[src/rtl/pc_next_unit.sv]
// Next-PC generator: RUN/HALT sequencer plus return-address stack feeding the PC register.
// The return-address stack is built only when PCNU_RAS_EN is defined; otherwise call acts as jmp and ret flags an error.
module pc_next_unit #(
    parameter int ADDR_W    = 8,
    parameter int RAS_DEPTH = 4
) (
    input  logic              i_clk,
    input  logic              i_rst_n,
    input  logic [ADDR_W-1:0] i_pc_cur,
    input  logic              i_stall,
    input  logic              i_br_taken,
    input  logic              i_jmp,
    input  logic              i_call,
    input  logic              i_ret,
    input  logic [ADDR_W-1:0] i_tgt,
    input  logic              i_halt_req,
    input  logic              i_resume,
    output logic [ADDR_W-1:0] o_pc_next,
    output logic              o_halted,
    output logic              o_ras_empty,
    output logic              o_ras_full,
    output logic              o_ras_err
);

    if (RAS_DEPTH < 2 || RAS_DEPTH > 16 || (RAS_DEPTH & (RAS_DEPTH - 1)) != 0) begin : g_bad_depth
        $error("pc_next_unit: RAS_DEPTH must be a power of two in 2..16");
    end

    typedef enum logic [0:0] {
        ST_RUN  = 1'b0,
        ST_HALT = 1'b1
    } state_t;

    state_t            r_state;
    state_t            w_state_nxt;
    logic              r_halted;
    logic              r_ras_err;
    logic              w_err_set;
    logic [ADDR_W-1:0] w_pc_inc;
    logic [ADDR_W-1:0] w_pc_sel;

`ifdef PCNU_RAS_EN
    localparam int PTR_W = $clog2(RAS_DEPTH);
    localparam int CNT_W = $clog2(RAS_DEPTH + 1);
    localparam logic [CNT_W-1:0] CNT_FULL = CNT_W'(RAS_DEPTH);

    logic [ADDR_W-1:0] r_stack [RAS_DEPTH];
    logic [PTR_W-1:0]  r_top;
    logic [CNT_W-1:0]  r_cnt;
    logic [CNT_W-1:0]  w_cnt_nxt;
    logic              r_ras_empty;
    logic              r_ras_full;
    logic              w_push;
    logic              w_pop;
`endif

    // Redirection policy: pick the next PC and decide stack/state side effects
    always_comb begin
        w_pc_inc    = i_pc_cur + ADDR_W'(1);
        w_pc_sel    = w_pc_inc;
        w_state_nxt = r_state;
        w_err_set   = 1'b0;
`ifdef PCNU_RAS_EN
        w_push      = 1'b0;
        w_pop       = 1'b0;
`endif
        case (r_state)
            ST_RUN: begin
                if (i_stall) begin
                    w_pc_sel = i_pc_cur;
                end else if (i_halt_req) begin
                    w_pc_sel    = i_pc_cur;
                    w_state_nxt = ST_HALT;
                end else if (i_ret) begin
`ifdef PCNU_RAS_EN
                    if (r_ras_empty) begin
                        w_pc_sel  = w_pc_inc;
                        w_err_set = 1'b1;
                    end else begin
                        w_pc_sel = r_stack[r_top];
                        w_pop    = 1'b1;
                    end
`else
                    w_pc_sel  = w_pc_inc;
                    w_err_set = 1'b1;
`endif
                end else if (i_call) begin
                    w_pc_sel  = i_tgt;
`ifdef PCNU_RAS_EN
                    // A push onto a full stack silently drops the oldest return address
                    w_push    = 1'b1;
                    w_err_set = r_ras_full;
`endif
                end else if (i_jmp || i_br_taken) begin
                    w_pc_sel = i_tgt;
                end else begin
                    w_pc_sel = w_pc_inc;
                end
            end
            ST_HALT: begin
                w_pc_sel = i_pc_cur;
                if (i_resume) begin
                    w_state_nxt = ST_RUN;
                end else begin
                    w_state_nxt = ST_HALT;
                end
            end
            default: begin
                w_pc_sel    = i_pc_cur;
                w_state_nxt = ST_RUN;
            end
        endcase
    end

    // PC output is forced to zero while reset is held so the PC register loads address 0
    always_comb begin
        if (!i_rst_n) begin
            o_pc_next = {ADDR_W{1'b0}};
        end else begin
            o_pc_next = w_pc_sel;
        end
    end

    // Sequencer state, halted flag and sticky stack error
    always_ff @(posedge i_clk or negedge i_rst_n) begin
        if (!i_rst_n) begin
            r_state   <= ST_RUN;
            r_halted  <= 1'b0;
            r_ras_err <= 1'b0;
        end else begin
            r_state   <= w_state_nxt;
            r_halted  <= (w_state_nxt == ST_HALT);
            r_ras_err <= r_ras_err | w_err_set;
        end
    end

`ifdef PCNU_RAS_EN
    // Occupancy after this cycle's push/pop; saturates at full
    always_comb begin
        if (w_push && !r_ras_full) begin
            w_cnt_nxt = r_cnt + CNT_W'(1);
        end else if (w_pop) begin
            w_cnt_nxt = r_cnt - CNT_W'(1);
        end else begin
            w_cnt_nxt = r_cnt;
        end
    end

    // Circular stack storage: r_top indexes the newest entry
    always_ff @(posedge i_clk or negedge i_rst_n) begin
        if (!i_rst_n) begin
            for (int i = 0; i < RAS_DEPTH; i++) begin
                r_stack[i] <= {ADDR_W{1'b0}};
            end
            r_top       <= {PTR_W{1'b0}};
            r_cnt       <= {CNT_W{1'b0}};
            r_ras_empty <= 1'b1;
            r_ras_full  <= 1'b0;
        end else begin
            if (w_push) begin
                r_stack[r_top + PTR_W'(1)] <= w_pc_inc;
                r_top                      <= r_top + PTR_W'(1);
            end else if (w_pop) begin
                r_top <= r_top - PTR_W'(1);
            end else begin
                r_top <= r_top;
            end
            r_cnt       <= w_cnt_nxt;
            r_ras_empty <= (w_cnt_nxt == {CNT_W{1'b0}});
            r_ras_full  <= (w_cnt_nxt == CNT_FULL);
        end
    end

    assign o_ras_empty = r_ras_empty;
    assign o_ras_full  = r_ras_full;
`else
    assign o_ras_empty = 1'b1;
    assign o_ras_full  = 1'b0;
`endif

    assign o_halted  = r_halted;
    assign o_ras_err = r_ras_err;

endmodule

[config.mk]
export PLATFORM = sky130hd
export DESIGN_NAME = pc_next_unit
export DESIGN_NICKNAME = d
export VERILOG_FILES = /design/src/rtl/pc_next_unit.sv
export SDC_FILE = /design/constraint.sdc
export NUM_CORES = 1
export LEC_CHECK = 0
export BUFFER_PORTS_ARGS = -buffer_cell sky130_fd_sc_hd__clkbuf_2
export CAP_MARGIN = 20
export CORE_MARGIN = 4
export CORE_UTILIZATION = 33
export DETAILED_ROUTE_END_ITERATION = 12
export PLACE_DENSITY = 0.71
export SLEW_MARGIN = 20
export SYNTH_ARGS = -nofsm -noshare
export SYNTH_HDL_FRONTEND = slang
export SYNTH_SLANG_ARGS = --single-unit
export TNS_END_PERCENT = 100
[constraint.sdc]
create_clock -name i_clk -period 1.1 [get_ports i_clk]
set_input_delay 0.055 -clock i_clk [delete_from_list [all_inputs] [get_ports i_clk]]
set_output_delay 0.055 -clock i_clk [all_outputs]
set_load 0.02 [all_outputs]
==> flow_summary.yaml <==
synth:
  synthArstFlopShare_pct: 100
  avgSynthCellArea_um2: 7.30
  netlist_top_cells_area: "a32o_1 11%, dfrtp_1 11%, o21ai_0 11%"
  synth-edff-count: 0
  netlist_instances: 60
  yosys_warnings: 0
  syn_area_um2: 438
  synth_top_area_share_pct: 11.4
  synth_cell_types: 30
  syn-num-nets: 86
  yosysSeqAreaShare_pct: 11.4
  synthFlopType: "dfrtp_1"
  ys_seq_elements: 2
  yosysTopAreaCell: "a32o_1"
layout:
  diodes: 0
  area_delta_synth_final_pct: 107
  fin_nets: 139
  final_layout_size_suffix_gt1_share_pct: 64.3
clock_network:
  clockRootBuffer: "clkbuf_4"
  cts_buffers: 3
  tritoncts: "yes"
  numClockSinks: 2
  cts_buffer_depth: 2
  clock_latency_ns: 0.24
  cts.htree.levels: 1
  path_clk_slew_ns: 0.04
job:
  cap_violations: 0
pwr:
  comb_power_share_pct: 57.1
  p_per_area_nw_per_um2: 709
  power.leakage_nw: 0.461
  p_int_mw: 0.412
  pwr-share-seq_pct: 13.0
  peakVddDrop_uv: 632
  power_switching_mw: 0.231
  clkPwrFrac_pct: 29.9
  swShare_pct: 35.9
  finalPower_mw: 0.643
routing:
  drt_first_pass_iters: 4
  vias: 685
  ant_nets: 0
  wl_um: 1880
  drtIter0Drc: 19
  vias_per_cell: 5.44
  drc: 0
  wire_per_inst_um: 14.9
timing:
  final_hold_viol_count: 0
  max_freq_mhz: 682
  clock_skew_ns: 0.0149
  whs_ns: 0.106
  finalMaxSlewViolations: 0
  postLayoutSetupSlackWorst_ns: -0.367
  rsz0062_at_grt: "true"
  setup_violations: 8
  post-route-period-util_pct: 133
  fin_crit_ns: 1.47
critical_path:
  path_max_fanout: 6
  path_class: "register to primary output"
  critPathRequiredTime_ns: 1.04
  cpLargestDelayFamily: "flip-flops"
  end_kind: "primary output"
  setup.worst_path.start_class: "register"
  crit_chain: "nor3_4 > buf_6 > o21ai_1 > a32o_2 > buf_8"
  critical_path_arrival_ns: 1.41
  slowest_delay_ns: 0.41
  critical_path_buf_inv_count: 2
  crit_slowest_cell: "dfrtp_2"
placement:
  finalWeightedCongestion: 0.862
  dp_slack_ns: -0.303
  io_buffers: 34
  dpl.hpwl_um: 1330
floorplan:
  fp.dieW_um: 44.4
  start_util_pct: 37.4
  io_pins: 37
  core_um2: 1170
  die-area_um2: 1970
  row_count: 12
  die_h_um: 44.4
outcome:
  violations: "negative setup slack"
  outcome: "finished with violations"
global_route:
  grt_first_pass_wirelength_um: 2980
  grt_pass1_vias: 780
  antenna_found_initial: 0
  grtUsageTotal_pct: 20.2
  overflow: 0
  grt_max_degree: 8
worst_hold_path:
  min_path_type: "primary input to register"
## sequential cells by signal (all words and copies together), names as in the netlist
| name | cells |
|---|---|
| o_halted | 1 |
| o_ras_err | 1 |
## layout make-up
type                    instances  area, um^2
repair buffers                 53         412
multi-input cells              51         393
fillers                        86         264
flip-flops and latches          2        51.3
clock buffers                   4        26.3
well taps                      14        17.5
inverters                       2        7.51
## tightest hold or removal path, cell delays in order
cell      delay, ns
clkbuf_2       0.11
nand2b_1       0.07
mux2i_1        0.06
## power by group through the flow
stage	sequential, mW	clock (mW)	combinational, mW
after floorplan	0.0918	0	0.147
after global placement	0.0842	0	0.281
after detailed placement	0.0847	0	0.287
after CTS	0.0839	0.197	0.349
after global routing	0.0846	0.217	0.393
final	0.0837	0.192	0.367
## metrics by stage
step                std cells  instance area, um^2  setup TNS, ns  utilization, %
floorplan                  60                  472         -0.811               -
global placement          116                  732          -1.69            62.5
detailed placement        116                  732          -2.00            62.5
CTS                       125                  888          -3.15            75.9
global route              126                  907          -3.36            77.5
finish                    126                  907          -2.79            77.5
## kinds of logic after synthesis
kind of cell    Yosys count  share of synthesized area (%)
compound gates           24                           36.9
simple gates             19                           23.4
buf+inv                   7                           8.86
mux                       5                           14.9
flops                     2                           11.4
other cells               2                           1.71
fa+ha+maj                 1                           2.86
## path summary, 6_finish.rpt
path / end / startpoint / slack, ns / cells past startpoint
worst min register to register: o_ras_err / o_ras_err / 0.45 / 1
worst min-delay path: o_halted / i_halt_req / 0.11 / 3
worst max register to register: o_ras_err / o_halted / 0.11 / 4
max in group asynchronous: o_ras_err / i_rst_n / 0.57 / 3
min in group asynchronous: o_halted / i_rst_n / 0.39 / 3
worst max-delay path: o_pc_next[7] / o_halted / -0.37 / 5
## cell usage in the layout, fill, tap and decap left out, drive strengths merged, types with 2 or more instances in the layout
cell | Yosys | routed
mux2 | 3 | 3
clkbuf | 1 | 32
mux2i | 2 | 2
buf | 4 | 23
o21ai | 10 | 10
nand2 | 3 | 3
nand3 | 2 | 2
a21oi | 3 | 3
nor2b | 2 | 2
dlygate4sd3 | 0 | 2
inv | 2 | 2
nor2 | 3 | 3
a32o | 5 | 5
dfrtp | 2 | 2
nor3 | 3 | 3
conb | 2 | 2
## cell usage after synthesis, drive strengths merged, types with 2 or more instances
library cell,count
nor2b,2
nand2,3
buf,4
mux2i,2
o21ai,10
nor3,3
conb,2
mux2,3
nor2,3
dfrtp,2
inv,2
a32o,5
nand3,2
a21oi,3
## per-layer routing
metal	up-vias	part of all wire [%]	global-route usage, %
met1	317	39	21.0
met4	0	0	7.23
li1	329	-	-
met2	39	52	36.9
met3	0	8.5	7.32
met5	-	0	0
## repair_timing
action	in CTS	in global routing
setup endpoints to repair	8	8
hold buffers	1	1
endpoints found under the hold margin	3	2
buffers inserted	4	0
resized for setup	29	9
pin swaps	6	5
Power figures use the tool's default switching activity.
